File: src/rtl/irq_ctrl_pkg.sv
// rtl/irq_ctrl_pkg.sv - shared widths, types and winner search for irq_ctrl
package irq_ctrl_pkg;
  localparam int NUM_IRQ  = 16;
  localparam int IRQ_ID_W = 4;

  typedef logic [NUM_IRQ-1:0] irq_vec_t;

  typedef enum logic {
    IDLE  = 1'b0,
    OFFER = 1'b1
  } arb_state_t;

  // First set bit at or after start, wrapping 15->0.
  function automatic logic [IRQ_ID_W-1:0] pick_from(irq_vec_t vec, logic [IRQ_ID_W-1:0] start);
    logic [IRQ_ID_W-1:0] idx;
    logic                found;
    pick_from = '0;
    found     = 1'b0;
    for (int k = 0; k < NUM_IRQ; k++) begin
      idx = start + IRQ_ID_W'(k);
      if (!found && vec[idx]) begin
        pick_from = idx;
        found     = 1'b1;
      end
    end
  endfunction
endpackage

File: src/rtl/irq_sync.sv
// rtl/irq_sync.sv - two-flop synchroniser plus rising-edge detector per line
module irq_sync
  import irq_ctrl_pkg::*;
(
  input  logic               i_clk,
  input  logic               i_rst,
  input  logic [NUM_IRQ-1:0] i_irq,
  output logic [NUM_IRQ-1:0] o_rise
);
  logic [NUM_IRQ-1:0] r_meta;
  logic [NUM_IRQ-1:0] r_sync;
  logic [NUM_IRQ-1:0] r_prev;
  logic [1:0]         r_warm;

  always_ff @(posedge i_clk or posedge i_rst) begin
    if (i_rst) begin
      r_meta <= '0;
      r_sync <= '0;
      r_prev <= '0;
      r_warm <= 2'd0;
    end else begin
      r_meta <= i_irq;
      r_sync <= r_meta;
      r_prev <= r_sync;
      if (r_warm != 2'd3) r_warm <= r_warm + 2'd1;
    end
  end

  // Edges stay masked until the whole pipe holds post-reset samples, so lines
  // already high when reset releases are not mistaken for new edges.
  assign o_rise = (r_warm == 2'd3) ? (r_sync & ~r_prev) : '0;
endmodule

File: src/rtl/irq_ctrl.sv
// rtl/irq_ctrl.sv - interrupt controller: pending/mask/in-service, offer FSM, EOI pulse unit
// Define IRQ_CTRL_RR_EN for round-robin arbitration; default is fixed lowest-index priority.
module irq_ctrl
  import irq_ctrl_pkg::*;
#(
  parameter int EOI_PULSE_LEN = 4
) (
  input  logic                clk,
  input  logic                rst,
  input  logic [NUM_IRQ-1:0]  irq_in,
  input  logic                mask_we,
  input  logic [NUM_IRQ-1:0]  mask_wdata,
  output logic                irq_valid,
  output logic [IRQ_ID_W-1:0] irq_id,
  input  logic                irq_ack,
  input  logic                eoi_req,
  input  logic [IRQ_ID_W-1:0] eoi_id,
  output logic                eoi_ready,
  output logic [NUM_IRQ-1:0]  eoi_out,
  output logic [NUM_IRQ-1:0]  pending,
  output logic [NUM_IRQ-1:0]  in_service
);
  localparam logic [3:0] PULSE_LEN = 4'(EOI_PULSE_LEN);

  arb_state_t          r_state;
  logic                r_irq_valid;
  logic [IRQ_ID_W-1:0] r_irq_id;
  irq_vec_t            r_mask;
  irq_vec_t            r_pending;
  irq_vec_t            r_in_service;
  irq_vec_t            r_eoi_out;
  logic                r_eoi_ready;
  logic [3:0]          r_eoi_cnt;

  irq_vec_t            w_rise;
  irq_vec_t            w_eligible;
  irq_vec_t            w_ack_vec;
  irq_vec_t            w_eoi_vec;
  logic                w_ack_fire;
  logic                w_eoi_fire;
  logic [IRQ_ID_W-1:0] w_start;
  logic [IRQ_ID_W-1:0] w_winner;

  irq_sync u_sync (
    .i_clk  (clk),
    .i_rst  (rst),
    .i_irq  (irq_in),
    .o_rise (w_rise)
  );

  assign w_eligible = r_pending & r_mask & ~r_in_service;
  assign w_ack_fire = (r_state == OFFER) && irq_ack;
  assign w_ack_vec  = w_ack_fire ? (irq_vec_t'(1) << r_irq_id) : '0;
  assign w_eoi_fire = eoi_req && r_eoi_ready && r_in_service[eoi_id];
  assign w_eoi_vec  = w_eoi_fire ? (irq_vec_t'(1) << eoi_id) : '0;

`ifdef IRQ_CTRL_RR_EN
  logic [IRQ_ID_W-1:0] r_rr_ptr;

  always_ff @(posedge clk or posedge rst) begin
    if (rst)             r_rr_ptr <= '1;
    else if (w_ack_fire) r_rr_ptr <= r_irq_id;
  end

  assign w_start = r_rr_ptr + IRQ_ID_W'(1);
`else
  assign w_start = '0;
`endif

  assign w_winner = pick_from(w_eligible, w_start);

  always_ff @(posedge clk or posedge rst) begin
    if (rst) begin
      r_state     <= IDLE;
      r_irq_valid <= 1'b0;
      r_irq_id    <= '0;
    end else begin
      case (r_state)
        IDLE: begin
          if (w_eligible != '0) begin
            r_state     <= OFFER;
            r_irq_valid <= 1'b1;
            r_irq_id    <= w_winner;
          end
        end
        OFFER: begin
          if (irq_ack) begin
            r_state     <= IDLE;
            r_irq_valid <= 1'b0;
          end
        end
        default: r_state <= IDLE;
      endcase
    end
  end

  // A fresh edge wins over the ack-clear so a re-raised line is not lost.
  always_ff @(posedge clk or posedge rst) begin
    if (rst) begin
      r_mask       <= '0;
      r_pending    <= '0;
      r_in_service <= '0;
    end else begin
      if (mask_we) r_mask <= mask_wdata;
      r_pending    <= (r_pending & ~w_ack_vec) | w_rise;
      r_in_service <= (r_in_service & ~w_eoi_vec) | w_ack_vec;
    end
  end

  always_ff @(posedge clk or posedge rst) begin
    if (rst) begin
      r_eoi_out   <= '0;
      r_eoi_ready <= 1'b1;
      r_eoi_cnt   <= 4'd0;
    end else if (w_eoi_fire) begin
      r_eoi_out   <= w_eoi_vec;
      r_eoi_ready <= 1'b0;
      r_eoi_cnt   <= PULSE_LEN;
    end else if (r_eoi_cnt != 4'd0) begin
      r_eoi_cnt <= r_eoi_cnt - 4'd1;
      if (r_eoi_cnt == 4'd1) begin
        r_eoi_out   <= '0;
        r_eoi_ready <= 1'b1;
      end
    end
  end

  assign irq_valid  = r_irq_valid;
  assign irq_id     = r_irq_id;
  assign eoi_ready  = r_eoi_ready;
  assign eoi_out    = r_eoi_out;
  assign pending    = r_pending;
  assign in_service = r_in_service;
endmodule

File: config.mk
export PLATFORM = sky130hd
export DESIGN_NAME = irq_ctrl
export DESIGN_NICKNAME = d
export VERILOG_FILES = /design/src/rtl/irq_ctrl_pkg.sv /design/src/rtl/irq_sync.sv /design/src/rtl/irq_ctrl.sv
export SDC_FILE = /design/constraint.sdc
export NUM_CORES = 1
export LEC_CHECK = 0
export CAP_MARGIN = 20
export CORE_MARGIN = 1
export CORE_UTILIZATION = 46
export DETAILED_ROUTE_END_ITERATION = 16
export PLACE_DENSITY = 0.84
export SLEW_MARGIN = 20
export SYNTH_ARGS = -nofsm -noshare
export SYNTH_HDL_FRONTEND = slang
export SYNTH_SLANG_ARGS = --single-unit
File: constraint.sdc
create_clock -name clk -period 4.5 [get_ports clk]
set_clock_uncertainty 0.2 [all_clocks]
set_input_delay 0.9 -clock clk [delete_from_list [all_inputs] [get_ports clk]]
set_output_delay 0.9 -clock clk [all_outputs]
set_load 0.01 [all_outputs]
After elaboration in Yosys (flattened, before gate mapping)
Index checks and enable logic that the tools add are counted. Widths: inputs -> output; s select.

Output and inout port bits: 54. Input bits: 41. Bits in registers: 125.

Bitwise gates (word level): 12. Multiplexer cells: 49. Equal/unequal tests: 5. Order comparisons: 1. Shift-type cells: 2. $add $sub $neg: 2. Reductions and logical operators: 40.

Operators by type and width (count): $mux 16 (6); $and 16x16->16 (5); $not 16->16 (4); $mux 4 (10); $or 16x16->16 (2); $shl 1x4->16 const A (2); $mux 1 (24); $logic_and 1x1->1 (18); $reduce_bool 16->1 (1); $logic_not 1->1 (15); $mux 3 (4); $ne 2x2->1 const B (3); $reduce_and 2->1 (3); $lt 4x5->1 const B (1); $bmux 1 s4 (1); $eq 4x1->1 const B (1); $mux 2 (2); $pmux 1 s2 (2); $reduce_bool 2->1 (2); $reduce_bool 4->1 (1); $sub 4x1->4 const B (1); $add 2x1->2 const B (1); $eq 2x2->1 const B (1); $not 1->1 (1).

Depth between registers and ports, before layout
Depth after elaboration: 48. Mapped depth: 7.

Modules after synthesis
Synthesis repeated with hierarchy kept, for this count alone.

Cell total of the unflattened synthesis: 374. Area total of the unflattened synthesis: 4952.2 um^2.

Modules (own cells, without submodules): irq_ctrl (area each 3493.4 um^2, times used 1, cells each 302, seq. area each 1878.1 um^2); irq_sync (area each 1458.9 um^2, times used 1, cells each 72, seq. area each 1251.2 um^2).

Worst setup path before layout
Ideal clock, no wire load.

Kind: input-to-reg. Start: in eoi_id[0]. End: reg r_eoi_out[4] (netlist: eoi_out[4]). Setup slack: 1773 ps. Library setup time: 119 ps. Buffers on the path: 2. Stages on the path: 7. Arrival: 2409 ps. Cells stage by stage: buf_2 mux4_1 a22oi_2 o2bb2ai_4 buf_6 nand3_2 a21bo_1.

Cells in the longest elaborated chain, start to end: 5.

RTL lines: start, declared (line irq_ctrl.sv:17) `input logic [IRQ_ID_W-1:0] eoi_id,`; $bmux 1 s4 (line irq_ctrl.sv:54) `assign w_eoi_fire = eoi_req && r_eoi_ready && r_in_service[eoi_id];`; $mux 1 (implied by the code) (line irq_ctrl.sv:54); $logic_and 1x1->1 (line irq_ctrl.sv:54); $mux 16 / $reduce_bool 2->1 (equally long branches); $mux 16 / $reduce_and 2->1 (equally long branches); end signal, assigned (line irq_ctrl.sv:116) `r_eoi_out <= w_eoi_vec;`; end, declared (line irq_ctrl.sv:31) `irq_vec_t r_eoi_out;`.

Parallel ways exist; a longest one is shown, timed or not. The select of a mux whose other input is x is not followed. A chain may end at the register's enable or synchronous reset.

Worst setup path after layout
Start: in eoi_id[1]. End: reg r_eoi_out[14] (netlist: eoi_out[14]).

Same word-level chain as after synthesis.

==> flow_summary_export.csv <==
group,metric,value,unit
clocking,path_clk_slew,0.05,ns
synth,async_reset_ff_share,100,%
final_layout,seq_area,0.00313,mm^2
route,first_pass_iters,5,
clocking,numCtsBuffers,17,
die,start_util,47.2,%
die,die_area,0.0110,mm^2
power,ir_worst_vdd,0.000317,V
critical_path,endpoint_kind,"flop",
timing,period_share,67.0,%
timing,slew_headroom,27.9,%
synth,syn_nets,406,
timing,timing_hold_violations_final,0,
global_route,grt_pass1_vias,3655,
clocking,clk_latency,0.50,ns
final_layout,nFillCells,760,
synth,ys_seq_area_share,64.5,%
synth,postSynthCellCount,361,
route,drc,0,
die,rows,37,
global_route,grt_overflow,0,
placed_design,portBuffers,94,
route,wl,11700,um
global_route,grt_pass1_wl,19100,um
critical_path,path_buf_inv,1,
die,io_pins,95,
clocking,cts_sinks,125,
timing,tns,0,ns
power,combinationalPowerShare,27.1,%
final_layout,drive_above_1_share,14.5,%
timing,min_period,3.02,ns
synth,synth_top_area_share,63.9,%
timing,setup_viol,0,
synth,syn_area,0.00485,mm^2
die,fp.coreArea,0.0103,mm^2
power,p_int,2.90,mW
outcome,status,"finished clean",
clocking,post_cts_resize_count,0,
critical_path,critPathArrivalTime,3.20,ns
hold_path,hp-class,"flop to flop",
global_route,grt_util_all_layers,23.0,%
placed_design,place_congestion,0.863,
clocking,clockBufferDepth,2,
critical_path,worst-setup-path-type,"input port to flop",
synth,yosys_warnings,0,
synth,yosys.area.top_type,"dfrtp_1",
final_layout,antenna_cells,0,
clocking,ctsHoldBuffers,0,
critical_path,crit_chain,"clkdlybuf4s50_1, mux4_2, mux2_4, o2bb2ai_4, and2_4, a22o_1",
final_layout,multiInputGateArea,0.00158,mm^2
placed_design,dp_slack,1.00,ns
synth,synthTopCellsByArea,"dfrtp_1 64%, mux2_2 3.9%, a32o_1 2.9%",
power,p_per_area,629,mW/mm^2
timing,slew_viol_final,0,
timing,rsz0062_at_grt,"false",
power,pwr-share-clk,34.1,%
route,wire_per_inst,19.0,um
power,netSwitchingFraction,29.6,%
synth,synth-main-ff-cell,"dfrtp_1",
synth,syn_avg_cell_area,13.4,um^2
clocking,root_buffer,"clkbuf_8",
final_layout,fin_nets,509,
timing,worst_slew_pin_slew,1.08,ns
timing,worst_slack,1.48,ns
synth,synth_edf_count,0,
critical_path,max_stage_delay,0.68,ns
job,maxCapViolCount,0,
critical_path,crit_family,"multiplexers",
global_route,antenna_found_initial,0,
critical_path,start_kind,"input port",
route,ant_nets,0,
critical_path,cp_data_required_time,4.68,ns
route,num_vias,3513,
placed_design,hpwl,8080,um
synth,yosysUniqueCellTypes,58,
final_layout,area_delta_synth_final,34.8,%
global_route,grt_max_degree,77,
power,pwr-share-seq,38.8,%
route,vias_per_cell,5.73,
clocking,cts_tree,"yes",
die,die_h,105,um
critical_path,crit_fanout,15,
power,p_leak,2.85,nW
route,drt_iter0_markers,234,
timing,timing.fmax,0.332,GHz
clocking,htreeDepth,4,
clocking,post_cts_buffers,0,
die,die_w,105,um
power,switching_power,1.22,mW
synth,synth_seq_cells,125,
critical_path,slowest_stage,"clkdlybuf4s50_1",
## cell usage after synthesis (2+ instances only)
library cell / count
a2bb2o_1: 2
nor3b_1: 2
clkbuf_1: 7
nor3_1: 3
a21bo_1: 3
and3b_1: 4
ha_1: 4
buf_6: 3
nand2_1: 33
inv_1: 20
mux4_2: 2
dfrtp_1: 124
o21ai_0: 10
nand3_2: 2
nor2_1: 13
nor2b_1: 4
o2bb2ai_1: 3
a41oi_1: 3
mux4_1: 2
a32o_1: 14
a31oi_1: 2
nand3b_1: 11
nand3_1: 9
a21bo_2: 5
a22o_1: 13
o22a_1: 3
a211oi_1: 2
o21a_1: 2
nand4_1: 4
xnor2_1: 2
and2_1: 2
mux2_2: 17
a21oi_1: 6
## through the flow
stage | power [mW] | instances | hold slack (ns) | util [%] | instance area [um^2]
6_report | 4.11 | 613 | 0.147 | 63.6 | 6540
5_1_grt | 4.29 | 613 | 0.151 | 63.6 | 6540
4_1_cts | 4.12 | 613 | 0.148 | 63.6 | 6530
3_5_place_dp | 2.69 | 581 | 0.136 | 57.6 | 5920
3_3_place_gp | 2.64 | 581 | 0.132 | 57.6 | 5920
2_1_floorplan | 2.14 | 361 | 0.131 | - | 4850
## logic make-up (layout without fill, tap and decap cells)
| kind of cell | Yosys count | after routing | share of synthesized area (%) |
|---|---|---|---|
| buffers and inverters | 33 | 149 | 3.07 |
| XOR/XNOR | 2 | 2 | 0.361 |
| adder cells (fa/ha/maj) | 4 | 4 | 1.03 |
| flip-flops | 125 | 125 | 64.5 |
| multiplexers | 22 | 22 | 6.26 |
| AO/OA/AOI/OAI | 75 | 75 | 13.2 |
| AND/OR/NAND/NOR | 100 | 100 | 11.6 |
## registers in the layout, summed over array words and instances, names as in the netlist
register and cells:
u_sync.r_meta 16, eoi_ready 1, eoi_out 16, in_service 16, irq_valid 1, irq_id 4
u_sync.r_warm 2, r_state 1, pending 16, u_sync.r_sync 16, r_eoi_cnt 4, u_sync.r_prev 16
r_mask 16
## per-layer routing
layer	wire, um	track usage, %	part of all wire (%)	vias to the layer above
li1	-	-	-	1524
met1	4780	28.6	41	1797
met2	5840	37.8	50	174
met3	811	6.67	7.0	18
met4	222	9.05	1.9	0
met5	0	0	0	-
## worst register-to-register path, cell delays in order (launching register included)
cell and delay (ns):
dfrtp_1 0.52, nand2_1 0.21, nor3b_1 0.92, nand3_1 0.25
a32o_1 0.26
## final cells by class
cell class	instances	share of cell area (%)
Sequential cell	125	47.8
Timing Repair Buffer	97	14.7
Tap cell	136	2.60
Multi-Input combinational cell	203	24.2
Inverter	20	1.19
Clock inverter	6	1.99
Clock buffer	26	7.46
## placed cells by master, fill, tap and decap left out, types with 3 or more instances in the layout
cell type,instances
nand4_1,4
a21oi_1,6
dfrtp_1,124
a21bo_2,5
nand3b_1,11
clkbuf_8,5
nand2_1,33
nor3_1,3
o21ai_0,10
and3b_1,4
a41oi_1,3
o22a_1,3
clkbuf_16,16
mux2_2,17
a32o_1,14
buf_4,3
nor2b_1,4
ha_1,4
clkbuf_1,5
nor2_1,13
a21bo_1,3
bufinv_16,4
nand3_1,9
clkdlybuf4s50_1,94
o2bb2ai_1,3
inv_1,19
a22o_1,13
## path summary, 6_finish.rpt
kind                                  startpoint  slack, ns  cells after the start                 to
worst max-delay path                   eoi_id[1]       1.48                      6        eoi_out[14]
worst min-delay path            u_sync.r_meta[6]       0.15                      0   u_sync.r_sync[6]
worst max register to register           r_state       2.03                      4         pending[7]
worst min register to register  u_sync.r_meta[6]       0.15                      0   u_sync.r_sync[6]
max in group asynchronous                    rst       2.48                      3          eoi_ready
min in group asynchronous                    rst       0.75                      2  u_sync.r_meta[10]
## power groups by stage
stage / combinational, mW / sequential (mW) / clock [mW]
finish: 1.12 / 1.59 / 1.40
global route: 1.19 / 1.62 / 1.47
CTS: 1.11 / 1.58 / 1.42
detailed placement: 1.09 / 1.60 / 0
global placement: 1.06 / 1.59 / 0
floorplan: 0.556 / 1.58 / 0
No activity file was read; power rests on OpenSTA's default activity.
==> edit, RTL diff (same settings) <==
Build with the macro `IRQ_CTRL_RR_EN` defined.
--- a/src/rtl/irq_ctrl.sv
+++ b/src/rtl/irq_ctrl.sv
@@ -1,4 +1,6 @@
 // rtl/irq_ctrl.sv - interrupt controller: pending/mask/in-service, offer FSM, EOI pulse unit
 // Define IRQ_CTRL_RR_EN for round-robin arbitration; default is fixed lowest-index priority.
+`define IRQ_CTRL_RR_EN
+
 module irq_ctrl
   import irq_ctrl_pkg::*;
Formal check against the unedited RTL: not equivalent (a bounded check fails within 10 cycles, from zero or initial values and one cycle with rst high).
==> edit against the original RTL <==
Cell count increased by 58%; synthesized area increased by 47%; fmax decreased by 30%; setup slack got worse by 1.3 ns; core utilization decreased by 4.1 points; worst hold slack about the same; register-to-register slack got worse by 1.8 ns; sequential cell count increased by 4; wire length increased by 77%; via count increased by 72%; cell area increased by 38%; critical endpoint is now irq_id[3]$_DFFE_PP0P_.
Power is left out: the tool's default activity adds up to more than one toggle a clock period on the data nets, which glitch-free logic cannot reach.
==> edit: results (changes against the original RTL) <==
metric,value,unit,change
status,finished clean,,
wire_per_inst,21.2,um,+11%
grt_max_degree,79,,+2.6%
final_nets,817,,+61%
grt_pass1_wl,33100,um,+73%
slew_headroom,42.4,%,+14 points
cp_data_arrival_time,4.35,ns,+1.15 ns
reg2reg_slack,0.20,ns,-1.83 ns
holdCritStartpoint,u_sync.r_meta[8]$_DFF_PP0_,,
crit_type,reg -> reg,,
netlist_top_cells_area,"dfrtp_1 44%, mux4_2 11%, nand2_1 4.9%",,
fin_cells,971,,+58%
reg2reg_depth,14,,+10
dp_hpwl,15100,um,+87%
use_met1,33.7,%,+5.1 points
max_stage_delay,0.62,ns,-0.06 ns
insertion_delay,0.41,ns,-0.09 ns
detail_route.iter0.violations,645,,+180%
synthTopCellsByCount,"124 x dfrtp_1, 92 x nand2_1, 38 x nor2_1, 38 x o21ai_0, 35 x mux4_2",,
place_ws,0.122,ns,-0.879 ns
crit_fanout,17,,+2
gr-usage-met3,5.10,%,-1.6 points
period_minus_slack,4.30,ns,+1.29 ns
synth_seq_area_share,45.4,%,-19 points
vias,6042,,+72%
first_global_vias,6091,,+67%
final_layout_size_suffix_gt1_share,19.8,%,+5.3 points
critical-path-top-delay-family,compound AO/OA/AOI/OAI gates,,
startpoint,r_rr_ptr[0]$_DFFE_PP1P_,,
holdWs,0.147,ns,+0.0000830 ns
hold_path_end,u_sync.r_sync[8]$_DFF_PP0_,,
track_usage,27.0,%,+4.1 points
root_buffer,clkbuf_16,,
yosysUniqueCellTypes,65,,+12%
gp_congestion,0.989,,+15%
## edit: kinds of logic (layout without fill, tap and decap cells)
group	after synthesis	count (layout)	synth area share (%)
flip-flops	129	129	45.4
multiplexers	82	82	18.2
AO/OA/AOI/OAI	122	122	11.8
adder cells (fa/ha/maj)	6	6	1.05
buffers and inverters	59	187	3.45
AND/OR/NAND/NOR	241	241	17.5
XOR/XNOR	16	16	2.55
## edit: final cells by class
| class | instances | area, sq um |
|---|---|---|
| Clock buffer | 19 | 443 |
| Clock inverter | 13 | 124 |
| Fill cell | 1113 | 6120 |
| Inverter | 31 | 120 |
| Multi-Input combinational cell | 467 | 3690 |
| Sequential cell | 129 | 3230 |
| Tap cell | 188 | 235 |
| Timing Repair Buffer | 124 | 1180 |
## edit: per-layer routing
layer  wire (um)  part of all wire (%)
met5           0                     0
met4         961                   4.7
met3        1550                   7.5
met2        9950                    48
met1        8120                    39
## edit: what timing repair did
action                                  CTS  global route
buffers inserted                          0             1
resized for setup                         0             8
endpoints found under the setup margin    0             4
